==> src/rtl/back_pressure_gen.sv <==
// Sink-side back-pressure generator: drives per-lane tready from an always/never/periodic/random
// pattern with a starvation guard, and counts accepted beats and stall cycles per lane.
module back_pressure_gen #(
    parameter int NUM_CH = 4,
    parameter int CNT_W  = 16,
    parameter int PH_W   = 8
) (
    input  logic                    aclk,
    input  logic                    arstn,
    input  logic                    cfg_en,
    input  logic [1:0]              cfg_mode,
    input  logic [PH_W-1:0]         cfg_on_len,
    input  logic [PH_W-1:0]         cfg_off_len,
    input  logic [7:0]              cfg_rand_thr,
    input  logic [15:0]             cfg_seed,
    input  logic [PH_W-1:0]         cfg_max_stall,
    input  logic                    cnt_clr,
    input  logic [NUM_CH-1:0]       tvalid,
    output logic [NUM_CH-1:0]       tready,
    output logic [NUM_CH*CNT_W-1:0] beat_cnt,
    output logic [NUM_CH*CNT_W-1:0] stall_cnt
);

    typedef enum logic {
        PH_ON  = 1'b0,
        PH_OFF = 1'b1
    } phase_e;

    localparam logic [PH_W-1:0]  ONE_PH  = {{(PH_W-1){1'b0}}, 1'b1};
    localparam logic [CNT_W-1:0] ONE_CNT = {{(CNT_W-1){1'b0}}, 1'b1};

    function automatic logic [15:0] lane_seed(input logic [15:0] seed, input int idx);
        logic [15:0] s;
        s = seed ^ (16'(idx) * 16'h1111);
        return (s == 16'h0000) ? 16'hACE1 : s;
    endfunction

    function automatic logic [15:0] lfsr_step(input logic [15:0] v);
        return v[0] ? ((v >> 1) ^ 16'hB400) : (v >> 1);
    endfunction

    for (genvar g = 0; g < NUM_CH; g++) begin : g_lane
        phase_e           ph_q, ph_d;
        logic [PH_W-1:0]  phc_q, phc_d;
        logic [15:0]      lfsr_q, lfsr_d;
        logic             loaded_q, loaded_d;
        logic [PH_W-1:0]  run_q, run_d;
        logic             rdy_q, rdy_d;
        logic [CNT_W-1:0] beat_q, beat_d;
        logic [CNT_W-1:0] stall_q, stall_d;
        logic [15:0]      seed_s, lfsr_cur_s;
        logic             pat_s, guard_s, beat_ev_s, stall_ev_s;

        // Until the first enabled cycle the LFSR reads as the live lane seed.
        assign seed_s     = lane_seed(cfg_seed, g);
        assign lfsr_cur_s = loaded_q ? lfsr_q : seed_s;
        assign beat_ev_s  = tvalid[g] & rdy_q;
        assign stall_ev_s = tvalid[g] & ~rdy_q;

        // Pattern selection and periodic phase FSM next state
        always_comb begin
            pat_s = 1'b0;
            ph_d  = PH_ON;
            phc_d = '0;
            if (cfg_en) begin
                case (cfg_mode)
                    2'd0: pat_s = 1'b1;
                    2'd1: pat_s = 1'b0;
                    2'd2: begin
                        if (cfg_on_len == '0) begin
                            pat_s = 1'b0;
                            ph_d  = PH_OFF;
                        end else if (cfg_off_len == '0) begin
                            pat_s = 1'b1;
                            ph_d  = PH_ON;
                        end else if (ph_q == PH_ON) begin
                            pat_s = 1'b1;
                            if (phc_q >= cfg_on_len - ONE_PH) begin
                                ph_d  = PH_OFF;
                                phc_d = '0;
                            end else begin
                                ph_d  = PH_ON;
                                phc_d = phc_q + ONE_PH;
                            end
                        end else begin
                            pat_s = 1'b0;
                            if (phc_q >= cfg_off_len - ONE_PH) begin
                                ph_d  = PH_ON;
                                phc_d = '0;
                            end else begin
                                ph_d  = PH_OFF;
                                phc_d = phc_q + ONE_PH;
                            end
                        end
                    end
                    2'd3: pat_s = (lfsr_cur_s[7:0] < cfg_rand_thr);
                    default: pat_s = 1'b0;
                endcase
            end else begin
                pat_s = 1'b0;
                ph_d  = PH_ON;
                phc_d = '0;
            end
        end

        // LFSR advance, stall run, guard, ready and counter next state
        always_comb begin
            loaded_d = loaded_q;
            lfsr_d   = lfsr_q;
            run_d    = '0;
            beat_d   = beat_q;
            stall_d  = stall_q;
            if (cfg_en) begin
                loaded_d = 1'b1;
                lfsr_d   = (cfg_mode == 2'd3) ? lfsr_step(lfsr_cur_s) : lfsr_cur_s;
                if (stall_ev_s) begin
                    run_d = (run_q == {PH_W{1'b1}}) ? run_q : run_q + ONE_PH;
                end else begin
                    run_d = '0;
                end
            end else begin
                loaded_d = 1'b0;
                lfsr_d   = seed_s;
                run_d    = '0;
            end
            guard_s = (cfg_max_stall != '0) && (run_d >= cfg_max_stall);
            rdy_d   = cfg_en && (pat_s || guard_s);
            if (cnt_clr) begin
                beat_d  = '0;
                stall_d = '0;
            end else if (cfg_en) begin
                beat_d  = (beat_ev_s && beat_q != {CNT_W{1'b1}}) ? beat_q + ONE_CNT : beat_q;
                stall_d = (stall_ev_s && stall_q != {CNT_W{1'b1}}) ? stall_q + ONE_CNT : stall_q;
            end else begin
                beat_d  = beat_q;
                stall_d = stall_q;
            end
        end

        // Lane state registers
        always_ff @(posedge aclk or negedge arstn) begin
            if (!arstn) begin
                ph_q     <= PH_ON;
                phc_q    <= '0;
                lfsr_q   <= 16'h0000;
                loaded_q <= 1'b0;
                run_q    <= '0;
                rdy_q    <= 1'b0;
                beat_q   <= '0;
                stall_q  <= '0;
            end else begin
                ph_q     <= ph_d;
                phc_q    <= phc_d;
                lfsr_q   <= lfsr_d;
                loaded_q <= loaded_d;
                run_q    <= run_d;
                rdy_q    <= rdy_d;
                beat_q   <= beat_d;
                stall_q  <= stall_d;
            end
        end

        assign tready[g]                     = rdy_q;
        assign beat_cnt[g*CNT_W +: CNT_W]    = beat_q;
        assign stall_cnt[g*CNT_W +: CNT_W]   = stall_q;
    end

endmodule

==> config.mk <==
export PLATFORM = sky130hd
export DESIGN_NAME = back_pressure_gen
export DESIGN_NICKNAME = d
export VERILOG_FILES = /design/src/rtl/back_pressure_gen.sv
export SDC_FILE = /design/constraint.sdc
export NUM_CORES = 1
export LEC_CHECK = 0
export BUFFER_PORTS_ARGS = -buffer_cell sky130_fd_sc_hd__buf_2
export CORE_ASPECT_RATIO = 0.9
export CORE_MARGIN = 8
export CORE_UTILIZATION = 55
export DETAILED_ROUTE_END_ITERATION = 8
export PLACE_DENSITY = 0.71
export SLEW_MARGIN = 0
export SYNTH_ARGS = -nofsm -noshare
export SYNTH_HDL_FRONTEND = slang
export SYNTH_SLANG_ARGS = --single-unit
==> constraint.sdc <==
create_clock -name aclk -period 3.23 [get_ports aclk]
set_input_delay 0.323 -clock aclk [delete_from_list [all_inputs] [get_ports aclk]]
set_output_delay 0.323 -clock aclk [all_outputs]
set_load 0.05 [all_outputs]
# --- Word-level counts from Yosys, hierarchy flattened ---
# Index checks and enable logic that the tools add are counted.
totals:
  ff_bits: 265
  elab_cells: 275
op_classes:
  add_sub_neg: 18
  n_lt_le_gt_ge: 16
  eq_ne: 15
  n_mux: 133
  bitwise_logic: 19
  n_reduce_logical: 45
ops:
  columns: ["cell", "count"]
  rows:
  - ["$mux W16", 44]
  - ["$mux W8", 40]
  - ["$add A16 B1 Y16 const B", 8]
  - ["$ne A16 B16 Y1 const B", 8]
  - ["$ge A8 B8 Y1", 12]
  - ["$add A8 B1 Y8 const B", 8]
  - ["$logic_not A16 Y1", 4]
  - ["$mux W1", 45]
  - ["$eq A8 B8 Y1 const B", 4]
  - ["$lt A8 B8 Y1", 4]
  - ["$reduce_bool A2 Y1", 9]
  - ["$logic_and A1 B1 Y1", 16]
  - ["$logic_not A8 Y1", 2]
  - ["$not A3 Y4", 4]
  - ["$pmux W1 S4", 4]
  - ["$reduce_and A2 Y1", 8]
  - ["$sub A8 B1 Y8 const B", 2]
  - ["$and A1 B1 Y1", 8]
  - ["$not A4 Y4", 2]
  - ["$not A8 Y8", 1]
  - ["$reduce_bool A8 Y1", 1]
  - ["$eq A2 B2 Y1 const B", 2]
  - ["$logic_or A1 B1 Y1", 4]
  - ["$not A1 Y1", 4]
  - ["other kinds (2)", 2]

# --- Logic depth before layout (Yosys ltp) ---
logic_depth:
  word_depth: 9
  ltp_mapped: 13
  ltp_nobuf: 12

# --- Least setup slack after synthesis ---
# Ideal clock, no wire load.
synth_path:
  kind: "reg2reg"
  from: "register g_lane[3].loaded_q (netlist name)"
  to: "register g_lane[0].rdy_q"
  setup_time_ps: 70
  arrival_time_ps: 2789
  setup_slack_ps: 371
  path_stages_with_launch: 14
  path_cell_list: "dfrtp_1 > buf_2 > inv_1 > clkbuf_1 > clkbuf_1 > buf_1 > nor2_1 > a21oi_1 > ha_1 > a21o_1 > a2111oi_0 > o21a_1 > o31ai_1 > nand3_1"
synth_lines:
  columns: ["item", "line", "rtl"]
  rows:
  - ["end signal, assigned", "157", "rdy_q <= rdy_d;"]
  - ["end, declared", "48", "logic rdy_q, rdy_d;"]

# --- Worst setup path in the final report ---
layout_path:
  from: "register g_lane[1].run_q[0]"
  to: "register g_lane[1].rdy_q"
layout_via:
  elab_chain_len: 8
  word_cells_on_any_way: 9
layout_lines:
  columns: ["item", "line", "rtl"]
  rows:
  - ["start, declared", "47", "logic [PH_W-1:0] run_q, run_d;"]
  - ["start signal, assigned", "156", "run_q <= run_d;"]
  - ["$add A8 B1 Y8 or $eq A8 B8 Y1 (tied branches)", "117", "run_d = (run_q == {PH_W{1'b1}}) ? run_q : run_q + ONE_PH;"]
  - ["$mux W8 (*)", "117", null]
  - ["$mux W8 (*)", "116", "if (stall_ev_s) begin"]
  - ["$mux W8 (*)", "113", "if (cfg_en) begin"]
  - ["via g_lane[1].run_d[4]", "47", null]
  - ["$ge A8 B8 Y1 (*)", "126", "guard_s = (cfg_max_stall != '0) && (run_d >= cfg_max_stall);"]
  - ["$logic_and A1 B1 Y1 (*)", "126", null]
  - ["$logic_or A1 B1 Y1 (*)", "127", "rdy_d = cfg_en && (pat_s || guard_s);"]
  - ["$logic_and A1 B1 Y1 (*)", "127", null]
  - ["via g_lane[1].rdy_d", "48", null]
  - ["end signal, assigned", "157", null]
  - ["end, declared", "48", null]
# The timed path passes the listed nets; every way through them passes the cells marked *.
# A chain may end at the register's enable or synchronous reset.

==> results.md <==
- Mux cell area share after synthesis: 1.63%
- Post-synth cell types: 79
- Startpoint Class: flip-flop
- Leak pwr: 9.44 nW
- Die H: 185 um
- Worst hold path class: in2reg
- Final Max Tran Viols: 0
- Cts bufs inserted: 31
- Detailed-routing wirelength on met1: 21.2 mm
- P&R area growth vs syn: 14.1%
- Max FO, Critical Path: 5
- # resized after CTS: 0
- Adder-cell share of the synthesized area: 10.3%
- Fraction of layout cells with a size suffix above 1: 14.9%
- Worst vdd ir: 0.510 mV
- Most frequent cells in the layout: 264 x dfrtp_1, 198 x nor2_1, 187 x buf_2
- Slew headroom: 48.7%
- CP Data Required Time: 3.67 ns
- Total Wirelength: 47.6 mm
- Routed via count: 15500
- Commonest non-fill, non-tap cell in the layout: dfrtp_1
- Final hold vios: 0
- Post-detailed-placement half-perimeter wirelength: 34.8 mm
- Top_reg_cell synth: dfrtp_1
- Synth warn: 0
- Setup TNS: 0 ns
- Initial Utilization: 55.3%
- Setup slack, reg-to-reg: 0.33 ns
- Post-Syn Area: 17500 um^2
- CTS tree: built
- Synth Area in Compound Gates: 17.2%
- Drt first pass iters: 5
- Fin crit period: 2.90 ns
- CTS root buffer: clkbuf_16
- Synth Area per Inst: 8.95 um^2
- Syn_nets: 2153
- Post-synthesis sequential element count: 265
- Max-Cap Viols: 0
- Initial DRC Count: 1143
- Status: finished, final reports clean
- Arrival time worst endpoint: 3.33 ns
- Met3 wire len: 3.67 mm
- Die W: 204 um
- Worst-path clk slew: 0.06 ns
- Vias in the first global route: 15300
- Via density: 6.04
- Clock sinks: 265
- Core Area: 31600 um^2
- Reg2Reg Depth: 12
- IO Port Bufs: 189
- Unrepaired setup endpoints after global routing: no
- Largest family of logic cells by synthesized area: simple AND/OR/NAND/NOR gates
- H-Tree Depth: 1
- Post-synth EDFFs: 0
- CP Capture Type: flip-flop
- Setup violators final: 0
- Fin nets: 2329
- ANT nets after route: 0
- Pin slew with the least headroom to its limit: 0.762 ns
- Post-synthesis sequential area ratio: 38.0%
- Synth Area in Simple Gates: 21.4%
- IO Pins: 190
- Max clock buf depth: 3
- Syn Inst Count: 1951
- Antenna violations before repair: 1
- Final period util: 89.6%
- DR WL/cell: 18.5 um
- Post-synthesis xor/xnor area fraction: 7.82%
- Crit path from: g_lane[1].run_q[0]
- Highest metal used: met4
- Capture point of the worst reg-to-reg path: g_lane[1].rdy_q
- CP Class: reg2reg
- Setup Skew: 0.0154 ns
- GP Congestion: 0.907
- End of the critical path: g_lane[1].rdy_q
- Hold Path Depth: 2
- Pin count of the biggest net entering global routing: 89
- Fmax: 345 MHz
- GRT overflow: 0
- Async set-or-reset flop fraction in the synthesized netlist: 100%
- Pwr Density: 402 nW/um^2
- Die Footprint: 37700 um^2
- Start of the worst register-to-register path: g_lane[1].run_q[0]
- GRT Total Usage: 25.0%
- Layout Utilization: 63.1%
- Row cnt: 62
- First-pass GRT wire length: 79.2 mm
- Worst hold margin: 0.0461 ns
- Met2 wire len: 21.9 mm
- DRC errors left: 0
- Clock Latency Late Sink: 0.57 ns
## through the flow
step,total power [mW],setup slack [ns],instances,cell area [um^2]
floorplan,4.21,0.371,1951,17500
global route,8.37,0.00429,2567,19900
CTS,8.08,0.321,2567,19900
global placement,4.56,0.251,2509,18900
detailed placement,4.59,-0.0503,2509,18900
finish,8.00,0.334,2568,19900
## per-layer routing
| metal | GRT usage, % | vias up |
|---|---|---|
| met5 | 0 | - |
| met4 | 5.39 | 0 |
| met3 | 4.13 | 63 |
| met2 | 40.6 | 533 |
| met1 | 34.9 | 7458 |
| li1 | - | 7462 |
## synthesized netlist by cell type (all sizes together) (10+ instances only)
cell     count  share of area (%)
nand2b      20               0.72
and4        21                1.1
o21a        19               0.82
nor3b       11               0.47
nand4       43                1.5
a211oi      35                1.5
a21o        24                1.0
o211ai      29                1.2
o2bb2ai     10               0.50
and3        43                1.5
xor2        66                3.3
a2111oi     18               0.97
nand3       98                2.8
o21ai       81                2.3
nor3        46                1.3
and2        14               0.50
ha         144                 10
buf         26               0.96
mux2i       24                1.4
a31oi       20               0.72
nor4        20               0.87
nand2      169                3.7
nor2       199                4.3
o22ai       21               0.75
inv         64                1.4
or3         10               0.37
a21oi      135                3.9
dfrtp      265                 38
nor2b       15               0.54
o2111ai     11               0.55
o31ai       13               0.56
xnor2       90                4.5
nand3b      10               0.47
clkbuf      62                1.3
## state kept, by name, summed over array words and instances, names as in the netlist
name,cells
g_lane.phc_q,32
g_lane.lfsr_q,64
g_lane.ph_q,4
g_lane.run_q,32
g_lane.beat_q,64
g_lane.loaded_q,1
g_lane.stall_q,64
g_lane.rdy_q,4
## power by group
| group | leakage [nW] | switching (mW) | internal (mW) |
|---|---|---|---|
| Sequential | 3.55 | 0.0892 | 3.42 |
| Combinational | 5.39 | 0.664 | 0.366 |
| Clock | 0.512 | 1.41 | 2.06 |
| Total | 9.44 | 2.16 | 5.84 |
## cell families after synthesis
| kind of cell | after synthesis |
|---|---|
| and+or+nand+nor | 743 |
| AOI/OAI and AO/OA | 463 |
| DFF | 265 |
| xor gates and xnor gates | 156 |
| buffers and inverters | 152 |
| adders and majority gates | 144 |
| muxes | 28 |
## worst max-delay path, stage by stage (launching register included)
cell and delay, ns:
dfrtp_1 0.41, ha_1 0.23, and2_1 0.20, nand3_1 0.20
nand3_1 0.13, xor2_1 0.16, nor2_1 0.15, ha_1 0.28
a21o_1 0.18, a2111oi_0 0.36, o21ai_0 0.16, o211ai_1 0.18
nand3_1 0.11
## final cells by class
type,count,area (um^2)
multi-input combinational,1534,10200
fill,2683,11600
inverter,64,240
timing repair buffer,231,1310
antenna,1,2.50
tap,416,520
clock inverter,10,96.3
sequential,265,6630
clock buffer,47,926
## how the worst min path moves through the flow
stage                       startpoint                    to  slack [ns]
after floorplan                  arstn   g_lane[0].beat_q[0]        0.03
after global placement           arstn   g_lane[1].beat_q[6]        0.38
after detailed placement         arstn   g_lane[1].beat_q[6]        0.39
after CTS                  cfg_seed[8]   g_lane[1].lfsr_q[8]        0.01
after global routing      cfg_seed[12]  g_lane[1].lfsr_q[12]        0.04
final                      cfg_seed[8]   g_lane[1].lfsr_q[8]        0.05
## repair_timing
| action | 4_1_cts | 5_1_grt |
|---|---|---|
| setup buffers | 0 | 0 |
| hold buffers | 1 | 0 |
| hold endpoints to repair | 84 | 0 |
No activity file was read; power rests on OpenSTA's default activity.
